--- config.mk ---
export PLATFORM = sky130hd
export DESIGN_NAME = jpeg_stream_framer
export DESIGN_NICKNAME = d
export VERILOG_FILES = /design/src/rtl/jpeg_stream_framer.sv
export SDC_FILE = /design/constraint.sdc
export NUM_CORES = 1
export LEC_CHECK = 0
export CAP_MARGIN = 20
export CORE_UTILIZATION = 40
export CTS_CLUSTER_DIAMETER = 150
export DETAILED_ROUTE_END_ITERATION = 8
export PLACE_DENSITY = 0.79
export SETUP_SLACK_MARGIN = 0.2
export SYNTH_ARGS = -nofsm -noshare
export SYNTH_HDL_FRONTEND = slang
export SYNTH_SLANG_ARGS = --single-unit
export TNS_END_PERCENT = 50
--- constraint.sdc ---
create_clock -name clock -period 2.6 [get_ports clock]
set_input_delay 0.39 -clock clock [delete_from_list [all_inputs] [get_ports clock]]
set_output_delay 0.39 -clock clock [all_outputs]
set_load 0.05 [all_outputs]
--- src/rtl/jpeg_stream_framer.sv ---
// Wraps entropy-coded bytes into a JFIF stream: header (quant table patched from EBR), 0xFF stuffing, EOI.
// One registered output byte; holds under out_ready=0, header runs 1 byte/cycle after a 1-cycle prefetch.
module jpeg_stream_framer #(
  parameter int HEADER_LEN   = 328,
  parameter int QUANT_OFFSET = 25,
  parameter int QUANT_LEN    = 64,
  parameter int COUNT_W      = 20
) (
  input  logic               clock,
  input  logic               nreset,
  input  logic               frame_start,
  input  logic               frame_end,
  input  logic [7:0]         ec_data,
  input  logic               ec_valid,
  output logic               ec_ready,
  output logic [8:0]         hdr_addr,
  input  logic [7:0]         hdr_data,
  output logic [5:0]         qt_addr,
  input  logic [7:0]         qt_data,
  output logic [7:0]         out_data,
  output logic               out_valid,
  input  logic               out_ready,
  output logic               busy,
  output logic [COUNT_W-1:0] byte_count
);

  typedef enum logic [2:0] {
    S_IDLE, S_HEADER, S_DATA, S_STUFF, S_EOI_FF, S_EOI_D9, S_DRAIN
  } state_t;

  localparam logic [8:0] HDR_LAST = 9'(HEADER_LEN - 1);
  localparam logic [8:0] Q_LO     = 9'(QUANT_OFFSET);
  localparam logic [8:0] Q_HI     = 9'(QUANT_OFFSET + QUANT_LEN);

  state_t             state_q, state_d;
  logic [8:0]         idx_q, idx_d;
  logic               qsel_q, qsel_d;
  logic               end_q, end_d;
  logic               busy_q, busy_d;
  logic [7:0]         out_dat_q, out_dat_d;
  logic               out_vld_q, out_vld_d;
  logic [COUNT_W-1:0] cnt_q, cnt_d;
  logic               out_free;
  logic               load;
  logic [7:0]         load_dat;

  always_comb begin
    out_free  = !out_vld_q || out_ready;
    ec_ready  = (state_q == S_DATA) && out_free && !end_q;
    state_d   = state_q;
    idx_d     = idx_q;
    end_d     = end_q;
    busy_d    = busy_q;
    cnt_d     = cnt_q;
    load      = 1'b0;
    load_dat  = 8'h00;
    hdr_addr  = 9'd0;

    if (state_q != S_IDLE && frame_end) end_d = 1'b1;
    if (out_vld_q && out_ready && cnt_q != '1) cnt_d = cnt_q + 1'b1;

    case (state_q)
      S_IDLE: begin
        if (frame_start) begin
          state_d = S_HEADER;
          idx_d   = 9'd0;
          end_d   = 1'b0;
          busy_d  = 1'b1;
          cnt_d   = '0;
        end
      end
      S_HEADER: begin
        // idx_q is the byte whose ROM/EBR data is on the bus now; re-read it while stalled.
        hdr_addr = idx_q;
        if (out_free) begin
          load     = 1'b1;
          load_dat = qsel_q ? qt_data : hdr_data;
          hdr_addr = idx_q + 9'd1;
          if (idx_q == HDR_LAST) state_d = S_DATA;
        end
        idx_d = hdr_addr;
      end
      S_DATA: begin
        if (ec_ready && ec_valid) begin
          load     = 1'b1;
          load_dat = ec_data;
          if (ec_data == 8'hFF) state_d = S_STUFF;
        end else if (end_q && out_free) begin
          state_d = S_EOI_FF;
        end
      end
      S_STUFF: begin
        if (out_free) begin
          load    = 1'b1;
          state_d = S_DATA;
        end
      end
      S_EOI_FF: begin
        if (out_free) begin
          load     = 1'b1;
          load_dat = 8'hFF;
          state_d  = S_EOI_D9;
        end
      end
      S_EOI_D9: begin
        if (out_free) begin
          load     = 1'b1;
          load_dat = 8'hD9;
          state_d  = S_DRAIN;
        end
      end
      S_DRAIN: begin
        if (out_vld_q && out_ready) begin
          state_d = S_IDLE;
          busy_d  = 1'b0;
          end_d   = 1'b0;
        end
      end
      default: state_d = S_IDLE;
    endcase

    qsel_d    = (hdr_addr >= Q_LO) && (hdr_addr < Q_HI);
    qt_addr   = qsel_d ? 6'(hdr_addr - Q_LO) : 6'd0;
    out_dat_d = load ? load_dat : out_dat_q;
    out_vld_d = load ? 1'b1 : (out_ready ? 1'b0 : out_vld_q);
  end

  always_ff @(posedge clock or negedge nreset) begin
    if (!nreset) begin
      state_q   <= S_IDLE;
      idx_q     <= 9'd0;
      qsel_q    <= 1'b0;
      end_q     <= 1'b0;
      busy_q    <= 1'b0;
      out_dat_q <= 8'h00;
      out_vld_q <= 1'b0;
      cnt_q     <= '0;
    end else begin
      state_q   <= state_d;
      idx_q     <= idx_d;
      qsel_q    <= qsel_d;
      end_q     <= end_d;
      busy_q    <= busy_d;
      out_dat_q <= out_dat_d;
      out_vld_q <= out_vld_d;
      cnt_q     <= cnt_d;
    end
  end

  assign out_data   = out_dat_q;
  assign out_valid  = out_vld_q;
  assign busy       = busy_q;
  assign byte_count = cnt_q;

endmodule

==> results of run 1 <==
[worst max path at each step]
stage / from / end / slack (ns)
final: state_q[2] / qt_addr[3] / -0.43
after global routing: state_q[2] / qt_addr[3] / -0.50
after CTS: out_valid / qt_addr[5] / -0.26
after detailed placement: out_ready / qt_addr[3] / -0.65
after global placement: out_ready / qt_addr[4] / -0.49
after floorplan: state_q[2] / qt_addr[0] / -0.57
[per-layer routing]
metal / wire length, microns / vias up / track usage, %
met5: 0 / - / 0
met2: 4680 / 145 / 42.4
met4: 290 / 0 / 9.71
met1: 3680 / 1436 / 29.9
met3: 516 / 34 / 4.57
li1: - / 1372 / -
[layout make-up]
class	count	area, sq um	area share, %
Clock buffer	6	82.6	1.83
Clock inverter	2	38.8	0.858
Inverter	15	56.3	1.25
Multi-Input combinational cell	241	1850	41.0
Sequential cell	44	1100	24.4
Tap cell	77	96.3	2.13
Timing Repair Buffer	130	1290	28.5
[cell usage after synthesis, drive strengths merged, types with 3 or more instances]
| master | n | area [sq um] |
|---|---|---|
| nand2 | 30 | 118 |
| or3 | 5 | 31.3 |
| nor4b | 4 | 41.3 |
| xor2 | 8 | 70.1 |
| a221o | 8 | 80.1 |
| nor2 | 37 | 146 |
| and3 | 3 | 18.8 |
| nand4 | 5 | 31.3 |
| ha | 4 | 50.1 |
| a21oi | 13 | 65.1 |
| a31oi | 4 | 25.0 |
| or4 | 3 | 22.5 |
| o22ai | 3 | 18.8 |
| nand3 | 14 | 70.1 |
| clkbuf | 4 | 15.0 |
| o31ai | 3 | 36.3 |
| nor4 | 6 | 43.8 |
| mux2i | 8 | 80.1 |
| inv | 15 | 56.3 |
| o21a | 3 | 22.5 |
| nor3 | 11 | 60.1 |
| xnor2 | 16 | 140 |
| buf | 11 | 65.1 |
| and2 | 4 | 26.3 |
| dfrtp | 44 | 1100 |
| and4 | 3 | 26.3 |
| o21ai | 26 | 130 |
| a21o | 4 | 30.0 |
[metrics by stage]
stage               std cells  worst slack [ns]  setup TNS [ns]  power, uW  util (%)
detailed placement        493            -0.651           -3.97       2890      62.2
global route              515            -0.504           -2.78       3980      69.2
global placement          493            -0.492           -2.93       2830      62.2
CTS                       510            -0.261           -1.41       3580      66.5
floorplan                 315            -0.569           -8.58       2200         -
finish                    515            -0.434           -2.35       3810      69.2
[power groups by stage]
stage,combinational [uW],clock [uW],sequential [uW]
final,2230,581,997
after global placement,1850,0,979
after floorplan,887,0,1310
after global routing,2360,613,1010
after CTS,2020,580,979
after detailed placement,1900,0,987
[sequential cells by signal, indices dropped and copies added (netlist names)]
name,cells
busy,1
byte_count,20
qsel_q,1
idx_q,9
end_q,1
out_data,8
out_valid,1
state_q,3
[repair_timing]
| action | CTS | global route |
|---|---|---|
| setup buffers | 8 | 4 |
| hold buffers | 1 | 0 |
| pin swaps | 5 | 7 |
| setup endpoints to repair | 13 | 20 |
| gates resized for setup | 24 | 25 |
| hold endpoints to repair | 14 | 0 |
| cloned | 0 | 1 |
[cell families after synthesis]
kind of cell | share of synthesized area, %
xor gates and xnor gates | 7.59
AOI/OAI and AO/OA | 17.5
muxes | 2.89
buffers and inverters | 4.92
DFF | 39.7
and+or+nand+nor | 25.6
adders and majority gates | 1.81
==> flow_summary.json, run 1 <==
{
  "fp.dieH_microns": 85.2,
  "placed_area_sq_mm": 0.00406,
  "reg2reg_depth": 11,
  "cts.path.max_buffers": 2,
  "fin_crit_ns": 3.03,
  "ys.flop_type": "dfrtp_1",
  "rsz0062_at_grt": "true",
  "swShare_pct": 46.0,
  "p_sw_uw": 1750,
  "grt_antenna_before_repair": 0,
  "fmax_ghz": 0.330,
  "combPwrFrac_pct": 58.6,
  "routed_wirelength_mm": 9.16,
  "ant_nets": 0,
  "grt_max_degree": 21,
  "fillers": 484,
  "cpLargestDelayFamily": "compound AO/OA/AOI/OAI gates",
  "start_util_pct": 42.4,
  "fin_area_sq_mm": 0.00452,
  "htree_levels": 2,
  "slew_headroom_pct": 46.5,
  "critPathBufInv": 3,
  "die_x_microns": 85.2,
  "worst_pin_slew_ns": 0.800,
  "worstPathMaxFanout": 6,
  "violations": "negative setup slack",
  "maxCapViolations": 0,
  "timing.rr.start": "idx_q[1]",
  "drt_first_pass_iters": 5,
  "final_common_cell": "clkdlybuf4s50_1",
  "ys_warn_count": 0,
  "p_int_uw": 2060,
  "crit_slowest_cell": "dfrtp_1",
  "synth_cell_types": 53,
  "start_kind": "register",
  "gp_congestion": 0.834,
  "die_area_sq_mm": 0.00726,
  "cts.sinks": 44,
  "ir_worst_vdd_uv": 753,
  "clkLatencyLatePin_ns": 0.31,
  "synth_nets": 349,
  "nNetsFinal": 471,
  "setup_viol": 6,
  "overflow": 0,
  "synth_edf_count": 0,
  "cts_tree": "built",
  "end_kind": "output pin",
  "ys_seq_elements": 44,
  "hold_class": "in -> async",
  "seqPwrFrac_pct": 26.2,
  "crit_cells": 12,
  "finalCritPeriodShare_pct": 117,
  "leakagePower_uw": 0.00182,
  "avgSynthCellArea_sq_um": 8.79,
  "route.vias.total": 2987,
  "async_flop_share_pct": 100,
  "core_region_area_sq_mm": 0.00653,
  "grt_pass1_vias": 2991,
  "hold-worst-slack_ns": 0.520,
  "power_frac_clock_pct": 15.2,
  "wire_per_inst_microns": 17.8,
  "layout_setup_ws_ns": -0.434,
  "root_buffer": "clkbuf_8",
  "vias_per_cell": 5.80,
  "worstPathArrival_ns": 2.64,
  "synthToLayoutAreaGrowth_pct": 63.1,
  "slowest_delay_ns": 0.39,
  "clk_pin_slew_ns": 0.09,
  "finalMaxSlewViolations": 0,
  "numCtsBuffers": 5,
  "dpl.hpwl_mm": 5.90,
  "remaining_drc_errors": 0,
  "final_cell_mix": "clkdlybuf4s50_1, buf_4, dfrtp_1",
  "globalRouteTotalUtil_pct": 24.4,
  "synthCells": 315,
  "r2r-end": "qsel_q",
  "synth_area_sq_mm": 0.00277,
  "final_hold_viol_count": 0,
  "r2r_setup_slack_ns": 0.37,
  "worstPathRequired_ns": 2.21,
  "io_buffers": 75,
  "first_iter_violations": 155,
  "path_cells": "and2b_1 -> and2_4 -> o21ai_4 -> a21oi_4 -> ha_4 -> nor2_2 -> a221oi_2 -> buf_4 -> o32ai_4 -> buf_12 -> nor3_4 -> buf_6",
  "yosysSeqAreaShare_pct": 39.7,
  "n_antenna_cell": 0,
  "drive_gt1_share_pct": 30.1,
  "outcome": "finished with violations",
  "critical_path_class": "reg -> out",
  "clock_skew_ns": 0.00763,
  "rows": 29,
  "grt_pass1_wl_mm": 14.0,
  "pwr_density_cell_mw_per_mm2": 842,
  "pin_count": 76
}
Note: power is estimated with default switching activity, not from simulation.
==> inputs of run 2 (changes only) <==
--- a/config.mk
+++ b/config.mk
@@ -10,7 +10,7 @@
 export CTS_CLUSTER_DIAMETER = 150
 export DETAILED_ROUTE_END_ITERATION = 8
 export PLACE_DENSITY = 0.79
-export SETUP_SLACK_MARGIN = 0.2
+export SETUP_SLACK_MARGIN = 0.02
 export SYNTH_ARGS = -nofsm -noshare
 export SYNTH_HDL_FRONTEND = slang
 export SYNTH_SLANG_ARGS = --single-unit
==> flow_summary.json, run 2 (synthesis results as in run 1) <==
{
  "fillers": 503,
  "placed_cells_incl_taps": 493,
  "root_buffer": "clkbuf_8",
  "regArea_sq_mm": 0.00110,
  "p_int_uw": 2030,
  "io_buffers": 75,
  "overflow": 0,
  "setup_viol": 6,
  "clock_skew_ns": 0.00559,
  "cpLargestDelayFamily": "simple AND/OR/NAND/NOR gates",
  "fp.dieH_microns": 85.2,
  "nNetsFinal": 470,
  "ant_nets": 0,
  "remaining_drc_errors": 0,
  "ir_worst_vdd_uv": 763,
  "critPathBufInv": 3,
  "critical_path_class": "reg -> out",
  "fmax_ghz": 0.344,
  "outcome": "finished with violations",
  "grt_pass1_wl_mm": 14.0,
  "core_region_area_sq_mm": 0.00653,
  "final_common_cell": "clkdlybuf4s50_1",
  "dpl.hpwl_mm": 5.90,
  "seqPwrFrac_pct": 26.7,
  "pwr_density_cell_mw_per_mm2": 834,
  "die_x_microns": 85.2,
  "grt_antenna_before_repair": 0,
  "combPwrFrac_pct": 57.8,
  "routed_wirelength_mm": 8.58,
  "grt_pass1_vias": 2991,
  "route.vias.total": 2963,
  "largest_reg_flops": 20,
  "slew_headroom_pct": 45.7,
  "rows": 29,
  "swShare_pct": 44.8,
  "pin_count": 76,
  "power_frac_clock_pct": 15.4,
  "wire_per_inst_microns": 16.7,
  "clk_pin_slew_ns": 0.09,
  "first_iter_violations": 110,
  "cts.sinks": 44,
  "finalCritPeriodShare_pct": 112,
  "grt_max_degree": 21,
  "fin_setup_tns_ns": -1.67,
  "htree_levels": 2,
  "end_kind": "output pin",
  "worst_pin_slew_ns": 0.813,
  "layout_setup_ws_ns": -0.305,
  "drt_first_pass_iters": 4,
  "die_area_sq_mm": 0.00726,
  "cts_tree": "built",
  "multi_input_area_sq_mm": 0.00176,
  "finalMaxSlewViolations": 0,
  "violations": "negative setup slack",
  "gp_congestion": 0.834,
  "vias_per_cell": 5.76,
  "leakagePower_uw": 0.00180,
  "n_antenna_cell": 0,
  "rsz0062_at_grt": "true",
  "hold_class": "reg -> reg",
  "clkLatencyLatePin_ns": 0.30,
  "maxCapViolations": 0,
  "p_sw_uw": 1650,
  "numCtsBuffers": 5,
  "crit_slowest_cell": "dfrtp_1",
  "slowest_delay_ns": 0.39,
  "synthToLayoutAreaGrowth_pct": 59.4,
  "path_cells": "and2b_1 -> and2_4 -> o21ai_4 -> a21oi_4 -> ha_2 -> nor2_2 -> a221oi_2 -> buf_4 -> o32ai_4 -> buf_12 -> nor3_4 -> buf_6",
  "final_cells": 514,
  "worstPathRequired_ns": 2.21,
  "final_cell_mix": "clkdlybuf4s50_1, buf_4, dfrtp_1",
  "finalPower_uw": 3680,
  "globalRouteTotalUtil_pct": 24.4,
  "start_util_pct": 42.4,
  "final_hold_viol_count": 0,
  "drive_gt1_share_pct": 28.6,
  "cts.path.max_buffers": 2,
  "worstPathArrival_ns": 2.52,
  "fin_crit_ns": 2.91,
  "start_kind": "register",
  "worstPathMaxFanout": 6
}
## run 2: worst reg2reg max path, stage by stage, from the launching register on
cell and delay (ns):
dfrtp_1 0.46, nand4_1 0.23, or3_1 0.43, o2111ai_1 0.69
nor4_1 0.14, xnor2_1 0.19, nor2_1 0.05
## run 2: power groups by stage
stage               Combinational (uW)  Sequential [uW]  Clock [uW]
floorplan                          887             1310           0
CTS                               2020              979         580
global route                      2270             1010         611
finish                            2130              985         568
detailed placement                1900              987           0
global placement                  1850              979           0
## run 2: worst paths after layout
path	start	endpoint	slack (ns)	depth (start not counted)
min in group asynchronous	nreset	busy	0.53	2
setup reg to reg	byte_count[10]	byte_count[15]	0.29	6
setup / recovery	state_q[2]	qt_addr[3]	-0.31	12
max in group asynchronous	nreset	out_valid	1.47	3
hold / removal	out_data[4]	out_data[4]	0.50	2
hold reg to reg	out_data[4]	out_data[4]	0.50	2
## run 2: metrics by stage
| step | hold WS [ns] | setup WS [ns] | utilization (%) | instance area, sq um |
|---|---|---|---|---|
| 6_report | 0.503 | -0.305 | 67.6 | 4420 |
| 3_3_place_gp | 0.321 | -0.492 | 62.2 | 4060 |
| 2_1_floorplan | 0.0944 | -0.569 | - | 2910 |
| 3_5_place_dp | 0.326 | -0.651 | 62.2 | 4060 |
| 5_1_grt | 0.546 | -0.398 | 67.6 | 4420 |
| 4_1_cts | 0.506 | -0.261 | 66.5 | 4340 |
## run 2: layout make-up
| type | instances | area share, % |
|---|---|---|
| Inverter | 15 | 1.28 |
| Clock inverter | 2 | 0.878 |
| Multi-Input combinational cell | 241 | 39.8 |
| Clock buffer | 6 | 1.87 |
| Timing Repair Buffer | 129 | 29.0 |
| Sequential cell | 44 | 25.0 |
| Tap cell | 77 | 2.18 |
## run 2: metal layers
metal / vias to the layer above / GRT usage, % / part of all wire [%] / wire length [microns]
li1: 1367 / - / - / -
met1: 1426 / 29.9 / 42 / 3610
met2: 143 / 42.4 / 50 / 4300
met5: - / 0 / 0 / 0
met4: 0 / 9.71 / 2.5 / 218
met3: 27 / 4.57 / 5.2 / 446
## run 2: timing repair
action                                  4_1_cts  5_1_grt
gates cloned                                  0        1
buffers inserted                              8        3
hold buffers                                  1        0
hold endpoints to repair                     14        0
endpoints found under the setup margin       10        6
pin swaps                                     5        3
gates resized for setup                      24       12
